File: src/rtl/unit_sequencer.sv
// unit_sequencer: command engine for one processing unit.
// Takes a control packet from the system controller and runs a LOAD, STORE
// or COMPUTE sequence over an 8-entry local buffer. Shared memory is reached
// through a request/grant port with at most one request in flight.

package unit_sequencer_pkg;
   typedef struct packed {
      logic [5:0] encoded_control;
      logic [7:0] data_control;
   } control_packet_t;
endpackage

module unit_sequencer #(
   parameter logic [1:0] UNIT_ID    = 2'd0,
   parameter int         DATA_WIDTH = 32,
   parameter int         ADDR_WIDTH = 8
) (
   input  logic                                clk,
   input  logic                                rst_n,
   input  unit_sequencer_pkg::control_packet_t unit_control,
   output logic                                unit_ready,
   output logic                                unit_done,
   output logic                                mem_req,
   output logic                                mem_we,
   output logic [ADDR_WIDTH-1:0]               mem_addr,
   output logic [DATA_WIDTH-1:0]               mem_wdata,
   input  logic                                mem_gnt,
   input  logic                                mem_rvalid,
   input  logic [DATA_WIDTH-1:0]               mem_rdata,
   output logic [DATA_WIDTH-1:0]               result,
   output logic [15:0]                         busy_cycles
);

   typedef enum logic [2:0] {
      IDLE,
      LOAD_REQ,
      LOAD_WAIT,
      STORE_REQ,
      COMPUTE,
      DONE
   } state_t;

   localparam logic [1:0] OP_NOP     = 2'b00;
   localparam logic [1:0] OP_LOAD    = 2'b01;
   localparam logic [1:0] OP_STORE   = 2'b10;
   localparam logic [1:0] OP_COMPUTE = 2'b11;

   localparam logic [1:0] CT_SUM   = 2'b00;
   localparam logic [1:0] CT_MAX   = 2'b01;
   localparam logic [1:0] CT_RELU  = 2'b10;
   localparam logic [1:0] CT_CLEAR = 2'b11;

   state_t state, next_state;

   logic [1:0]            type_q;
   logic [3:0]            base_q;
   logic [2:0]            size_q;
   logic [2:0]            idx;
   logic [DATA_WIDTH-1:0] acc_q;
   logic [DATA_WIDTH-1:0] acc_next;
   logic [DATA_WIDTH-1:0] data_buf [8];

   logic [1:0] pkt_id;
   logic [1:0] pkt_op;
   logic [1:0] pkt_type;
   logic [3:0] pkt_base;
   logic       pkt_valid;
   logic [2:0] pkt_size;
   logic       accept;
   logic       nop_seen;
   logic       last_elem;
   logic       busy;

   assign pkt_id    = unit_control.encoded_control[5:4];
   assign pkt_op    = unit_control.encoded_control[3:2];
   assign pkt_type  = unit_control.encoded_control[1:0];
   assign pkt_base  = unit_control.data_control[7:4];
   assign pkt_valid = unit_control.data_control[3];
   assign pkt_size  = unit_control.data_control[2:0];

   assign accept    = (pkt_id == UNIT_ID) && pkt_valid && (pkt_op != OP_NOP);
   assign nop_seen  = (pkt_id == UNIT_ID) && (pkt_op == OP_NOP);
   assign last_elem = (idx == size_q);
   assign busy      = (state == LOAD_REQ) || (state == LOAD_WAIT) ||
                      (state == STORE_REQ) || (state == COMPUTE);

   // State register; reset abandons any sequence in flight.
   always_ff @(posedge clk or negedge rst_n) begin
      if (!rst_n) begin
         state <= IDLE;
      end else begin
         state <= next_state;
      end
   end

   // Next-state selection from the current command and memory handshake.
   always_comb begin
      next_state = state;
      case (state)
         IDLE: begin
            if (accept) begin
               case (pkt_op)
                  OP_LOAD:  next_state = LOAD_REQ;
                  OP_STORE: next_state = STORE_REQ;
                  default:  next_state = COMPUTE;
               endcase
            end
         end
         LOAD_REQ: begin
            if (mem_gnt) next_state = LOAD_WAIT;
         end
         LOAD_WAIT: begin
            if (mem_rvalid) next_state = last_elem ? DONE : LOAD_REQ;
         end
         STORE_REQ: begin
            if (mem_gnt && last_elem) next_state = DONE;
         end
         COMPUTE: begin
            if (last_elem) next_state = DONE;
         end
         DONE: begin
            if (nop_seen) next_state = IDLE;
         end
         default: next_state = IDLE;
      endcase
   end

   // Memory port is a pure function of state so reset clears it at once.
   always_comb begin
      mem_req   = 1'b0;
      mem_we    = 1'b0;
      mem_addr  = '0;
      mem_wdata = '0;
      if (state == LOAD_REQ) begin
         mem_req  = 1'b1;
         mem_addr = ADDR_WIDTH'({base_q, idx});
      end else if (state == STORE_REQ) begin
         mem_req   = 1'b1;
         mem_we    = 1'b1;
         mem_addr  = ADDR_WIDTH'({base_q, idx});
         mem_wdata = data_buf[idx];
      end
   end

   // Running reduction value for sum/max; seeded on the first element.
   always_comb begin
      acc_next = acc_q;
      if (type_q == CT_SUM) begin
         acc_next = ((idx == 3'd0) ? '0 : acc_q) + data_buf[idx];
      end else if (type_q == CT_MAX) begin
         if ((idx == 3'd0) || ($signed(data_buf[idx]) > $signed(acc_q))) begin
            acc_next = data_buf[idx];
         end
      end
   end

   // Command latch, index walk, buffer updates, result and status flags.
   always_ff @(posedge clk or negedge rst_n) begin
      if (!rst_n) begin
         type_q      <= '0;
         base_q      <= '0;
         size_q      <= '0;
         idx         <= '0;
         acc_q       <= '0;
         result      <= '0;
         busy_cycles <= '0;
         unit_ready  <= 1'b1;
         unit_done   <= 1'b0;
         for (int i = 0; i < 8; i++) data_buf[i] <= '0;
      end else begin
         unit_ready <= (next_state == IDLE);
         unit_done  <= (next_state == DONE);
         if (busy && (busy_cycles != 16'hFFFF)) busy_cycles <= busy_cycles + 16'd1;
         case (state)
            IDLE: begin
               if (accept) begin
                  type_q <= pkt_type;
                  base_q <= pkt_base;
                  size_q <= pkt_size;
                  idx    <= '0;
               end
            end
            LOAD_WAIT: begin
               if (mem_rvalid) begin
                  data_buf[idx] <= mem_rdata;
                  if (!last_elem) idx <= idx + 3'd1;
               end
            end
            STORE_REQ: begin
               if (mem_gnt && !last_elem) idx <= idx + 3'd1;
            end
            COMPUTE: begin
               acc_q <= acc_next;
               if (type_q == CT_RELU && data_buf[idx][DATA_WIDTH-1]) data_buf[idx] <= '0;
               if (type_q == CT_CLEAR) data_buf[idx] <= '0;
               if (last_elem) begin
                  if (type_q == CT_SUM || type_q == CT_MAX) result <= acc_next;
                  else if (type_q == CT_CLEAR) result <= '0;
               end else begin
                  idx <= idx + 3'd1;
               end
            end
            default: begin
            end
         endcase
      end
   end

endmodule

File: config.mk
export PLATFORM = sky130hd
export DESIGN_NAME = unit_sequencer
export DESIGN_NICKNAME = d
export VERILOG_FILES = /design/src/rtl/unit_sequencer.sv
export SDC_FILE = /design/constraint.sdc
export NUM_CORES = 1
export LEC_CHECK = 0
export ABC_AREA = 0
export BUFFER_PORTS_ARGS = -buffer_cell sky130_fd_sc_hd__buf_4
export CELL_PAD_IN_SITES_DETAIL_PLACEMENT = 2
export CELL_PAD_IN_SITES_GLOBAL_PLACEMENT = 2
export CORE_MARGIN = 3
export CORE_UTILIZATION = 34
export CTS_CLUSTER_DIAMETER = 100
export DETAILED_ROUTE_END_ITERATION = 6
export GPL_TIMING_DRIVEN = 1
export HOLD_SLACK_MARGIN = 0.15
export PLACE_DENSITY_LB_ADDON = 0.1
export SYNTH_ARGS = -nofsm -noshare
export SYNTH_HDL_FRONTEND = slang
export SYNTH_SLANG_ARGS = --single-unit
export TNS_END_PERCENT = 50
File: constraint.sdc
create_clock -name clk -period 3.7 [get_ports clk]
set_input_delay 0.74 -clock clk [delete_from_list [all_inputs] [get_ports clk]]
set_output_delay 0.74 -clock clk [all_outputs]
set_load 0.03 [all_outputs]
# == Word level (Yosys, flattened, before mapping) ==
# Cells that the tools add are included.
# classes
addsub,3
n_lt_le_gt_ge,3
n_eq_ne,16
muxes,38
n_bitwise,4
reduce_logical,28
# op_table
op,n
two-way mux 256 bit,4
AND 256 bit,2
one-hot mux 256 bit (2 select lines),1
two-way mux 32 bit,11
bitwise mux 256 bit,1
inverter 256 bit,1
binary-select mux 32 bit (select 3 bit),1
demux 32 bit (select 3 bit),1
two-way mux 3 bit,11
adder 32 bit,1
> comparator 32 bit,1
one-hot mux 3 bit (6 select lines),1
adder 16 x 1 -> 16 bit (second input constant),1
inequality test 16 bit (second input constant),1
two-way mux 7 bit,2
one-hot mux 3 bit (4 select lines),1
== test 3 bit (second input constant),3
logical NOT 3 bit,3
logical AND 1 bit,8
== test 2 bit (second input constant),3
== test 3 x 2 -> 1 bit (second input constant),2
logical NOT 2 bit,3
one-hot mux 3 bit (2 select lines),1
nonzero test 2 bit,3
other kinds (16),25
# totals
regBits,353
in_bits,50
output_inout_bits,92
wordCells,110

# == Logic depth before layout (Yosys ltp) ==
# depth
ltp_word,12
mapped_depth,21
ltp_nobuf,19

# == Worst setup path after synthesis ==
# Ideal clock, no wire load.
# synth_timing
path_type,reg2reg
from,reg idx[1]
to,reg result[20]
setup_time_ns,0.130
arrival_time_ns,3.893
required_time_ns,3.570
path_slack_ns,-0.323
stages_incl_launch_ff,21
n_path_buf,2
synth_period_minus_slack_ns,4.023
path_cell_list,dfrtp_1 buf_2 and3_1 clkbuf_1 a22o_1 a221o_1 nor3_1 inv_1 ha_1 inv_1 fa_1 nor2b_2 o2111ai_1 nand4_1 a211o_1 and2_1 a311oi_2 o21ai_0 xnor2_1 a21oi_1 o21ai_1
# synth_via
elab_chain_cells,10
word_cells_on_any_way,15
classes_between,add/sub: 1; order compare: 1; eq/ne: 1; mux: 8; bitwise: 1; reduce/logical: 3
# synth_rtl
element,line,source
start: declaration,58,logic [2:0] idx;
start signal: assignment,186,if (!last_elem) idx <= idx + 3'd1;
start signal: assignment,190,if (mem_gnt && !last_elem) idx <= idx + 3'd1;
start signal: assignment,200,idx <= idx + 3'd1;
inverter 3 -> 4 bit (implied by the code),"149, 151, 152",
binary-select mux 32 bit (select 3 bit),"149, 151, 152",
two-way mux 32 bit (implied by the code) (2 in a row),"149, 151, 152",
> comparator 32 bit,151,if ((idx == 3'd0) || ($signed(data_buf[idx]) > $signed(acc_q))) begin
logical OR 1 bit,151,
two-way mux 32 bit,151,
two-way mux 32 bit,150,end else if (type_q == CT_MAX) begin
two-way mux 32 bit,148,if (type_q == CT_SUM) begin
two-way mux 32 bit,197,if (type_q == CT_SUM || type_q == CT_MAX) result <= acc_next;
end signal: assignment,197,
end: declaration,30,"output logic [DATA_WIDTH-1:0] result,"
# Parallel ways exist; a longest one is shown, timed or not. The select of a mux whose other input is x is not followed.
# A chain may end at the register's enable or synchronous reset.

# == Final worst setup path ==
# layout_timing
from,reg idx[0]
to,reg acc_q[14]
# layout_via
elab_chain_cells,9
word_cells_on_any_way,12
classes_between,add/sub: 1; order compare: 1; mux: 7; bitwise: 1; reduce/logical: 2
# layout_rtl
element,line,source
inverter 3 -> 4 bit (implied by the code),"149, 151, 152",
binary-select mux 32 bit (select 3 bit),"149, 151, 152",
two-way mux 32 bit (implied by the code) (2 in a row),"149, 151, 152",
> comparator 32 bit,151,
logical OR 1 bit,151,
two-way mux 32 bit,151,
two-way mux 32 bit,150,
two-way mux 32 bit *,148,
end signal: assignment,193,acc_q <= acc_next;
end: declaration,59,logic [DATA_WIDTH-1:0] acc_q;
# Every way passes the cells marked *; elsewhere a longest branch is shown, timed or not. The select of a mux whose other input is x is not followed.

==> impl_metrics.yaml <==
outcome:
  outcome: "finished, violations left"
  violations: "setup timing"
timing:
  rsz0062_at_grt: "true"
  final_hold_viol_count: 0
  tightest_slew_ns: 1.178
  timing.slew.headroom: 0.2147
  hold-worst-slack_ns: 0.1252
  post-route-min-period_ns: 4.473
  clock_skew_ns: 0.02772
  slew_violations: 0
  worst_slack_ns: -0.7728
  setup_violations: 64
  fmax_mhz: 223.6
  setup_tns_ns: -37.86
  timing.final.crit_share: 1.209
clock_tree:
  clk_pin_slew_ns: 0.07
  numCtsBuffers: 43
  worstSkewPairLatency_ns: 0.60
  h-tree-depth: 2
  cts_root_buf: "clkbuf_16"
  postCtsHoldBufs: 0
  cts_tree: "yes"
  clk_path_buf_depth: 3
  clock-sinks: 353
synthesis:
  synth_area_sq_um: 17940
  synth_edf_count: 0
  ys_seq_area_frac: 0.4924
  syn-num-nets: 2073
  synth_ff_type: "dfrtp_1"
  syn_area_per_cell_sq_um: 9.182
  syn_inst: 1954
  ys_async_sr_fraction: 1.000
  synth.most_common_cell: "nand2_1"
  synth_common_cells: "nand2_1 (389), dfrtp_1 (352), o21ai_0 (179)"
  synth.area.top_cells: "dfrtp_1 (49%), nand2_1 (8.1%), o21ai_0 (5.0%)"
  ys_seq_elements: 353
  synth.top_cell.area_share: 0.4910
  synth_cell_types: 77
  yosysWarnings: 0
  synth_top_area_cell: "dfrtp_1"
floorplan:
  start_util: 0.3469
  rows: 83
  die_w_microns: 235.7
  die-height_microns: 235.7
  dieArea_sq_um: 55560
  pin_count: 142
  core_sq_um: 51720
worst_setup_path:
  reg2reg_slack_ns: -0.77
  worstSetupPathType: "reg2reg"
  cp-start-kind: "flop"
  critPathMaxFanout: 10
  cp_data_required_time_ns: 4.14
  crit_arrival_ns: 4.92
  endpoint_kind: "flop"
finish:
  finalNonFillerCells: 3071
  final_area_sq_um: 25240
  nets: 2479
  drive_gt1_frac: 0.3305
  area_growth_pct: 40.67
detailed_routing:
  drtAntennaViolNets: 0
  dr.first_iter.drc_count: 1097
  drt-vias-per-instance: 5.818
  avgRoutedWirePerCell_microns: 28.53
  first_pass_iters: 6
  num_vias: 17867
  wl_microns: 87630
  drc_errors: 0
grt:
  grt.overflow.total: 0
  grt_pass1_wl_microns: 124800
  track_usage: 0.2872
  grt_pass1_vias: 19560
  grt_start_max_net_pins: 77
  antenna_found_initial: 1
min_path:
  hold_path.class: "in2async"
placed_design:
  dp.final_hpwl_microns: 53320
  dpl.cell_count: 2913
  dpl_cell_area_sq_um: 21660
  numPortBuffers: 140
  place.gp.congestion: 0.8274
flow_run:
  cap_violations: 0
power_and_ir_drop:
  ir_drop_mv: 0.3988
  p_leak_nw: 11.73
  power.density_nw_per_um2: 937.2
cells in the final DEF (no fill, tap or decap), drive strengths merged, types with 4 or more instances in the layout:
cell,instances
buf,481
nand2,392
dfrtp,352
o21ai,339
a22oi,102
nor2,87
ha,68
clkbuf,65
a21oi,65
inv,53
nand3,40
mux2i,31
a21o,28
nand4,28
xnor2,28
and2,27
a31oi,20
a221oi,18
a22o,17
xor2,15
nor2b,14
nor3,14
mux2,11
and3,11
a211oi,10
clkinv,7
nand2b,5
a211o,4
bufinv,4
and4,4
a21boi,4
repair_timing:
action,4_1_cts,5_1_grt
resized for setup,160,118
cloned,2,1
buffers inserted,44,38
pin swaps,54,72
endpoints found under the setup margin,70,81
worst paths after layout:
path | from | endpoint | depth (start not counted)
worst max-delay path | idx[0] | acc_q[14] | 21
worst min-delay path | rst_n | busy_cycles[11] | 1
worst max register to register | idx[0] | acc_q[14] | 21
worst min register to register | result[1] | result[1] | 2
max in group asynchronous | rst_n | idx[1] | 2
min in group clk | unit_control[5] | base_q[1] | 2
report_power, final:
part	switching (mW)	internal [mW]
Combinational	7.88	5.70
Clock	1.81	2.67
Sequential	0.807	4.79
Total	10.5	13.2
through the flow:
step | total power [mW] | setup WS, ns | util
final | 23.65 | -0.7728 | 0.4880
after global routing | 24.73 | -0.8826 | 0.4880
after CTS | 21.69 | -0.4006 | 0.4706
after detailed placement | 15.81 | -0.8126 | 0.4188
after global placement | 15.33 | -0.6774 | 0.4188
after floorplan | 10.83 | -0.05314 | -
final cells by class:
type / instances / area, sq um
diodes: 1 / 2.502
inverters: 53 / 203.9
fillers: 5338 / 26480
flip-flops and latches: 353 / 8838
well taps: 680 / 850.8
repair buffers: 482 / 4174
multi-input cells: 1427 / 9706
clock inverters: 11 / 177.7
clock buffers: 64 / 1285
worst max-delay path, stage by stage, from the launching register on:
cell and delay [ns]:
dfrtp_2 0.44, inv_4 0.08, and3_4 0.20, buf_12 0.16, buf_4 0.15, a22oi_2 0.14
nand4_1 0.29, buf_4 0.25, ha_1 0.19, a21oi_1 0.23, o21ai_2 0.14, a211o_1 0.28
o31a_1 0.34, nand2_1 0.10, nor3b_4 0.25, buf_6 0.16, buf_12 0.10, buf_16 0.13
mux2i_1 0.23, nor2_1 0.12, a21oi_2 0.23, o21ai_1 0.11
per-layer routing:
layer	wire, microns	up-vias	global-route usage
met5	0	-	0
met4	3516	0	0.07762
met3	3479	222	0.03573
met2	44250	499	0.5045
met1	36380	9416	0.3733
li1	-	7730	-
kinds of logic (layout without fill, tap and decap cells):
group | Yosys count | in the layout | synth area share
other | 1 | 2 | 0.0002090
and+or+nand+nor | 637 | 637 | 0.1560
muxes | 42 | 42 | 0.02420
xor gates and xnor gates | 43 | 43 | 0.02099
DFF | 353 | 353 | 0.4924
adders and majority gates | 69 | 69 | 0.04854
AOI/OAI and AO/OA | 635 | 635 | 0.2158
buffers and inverters | 174 | 610 | 0.04177
Power figures use the tool's default switching activity.
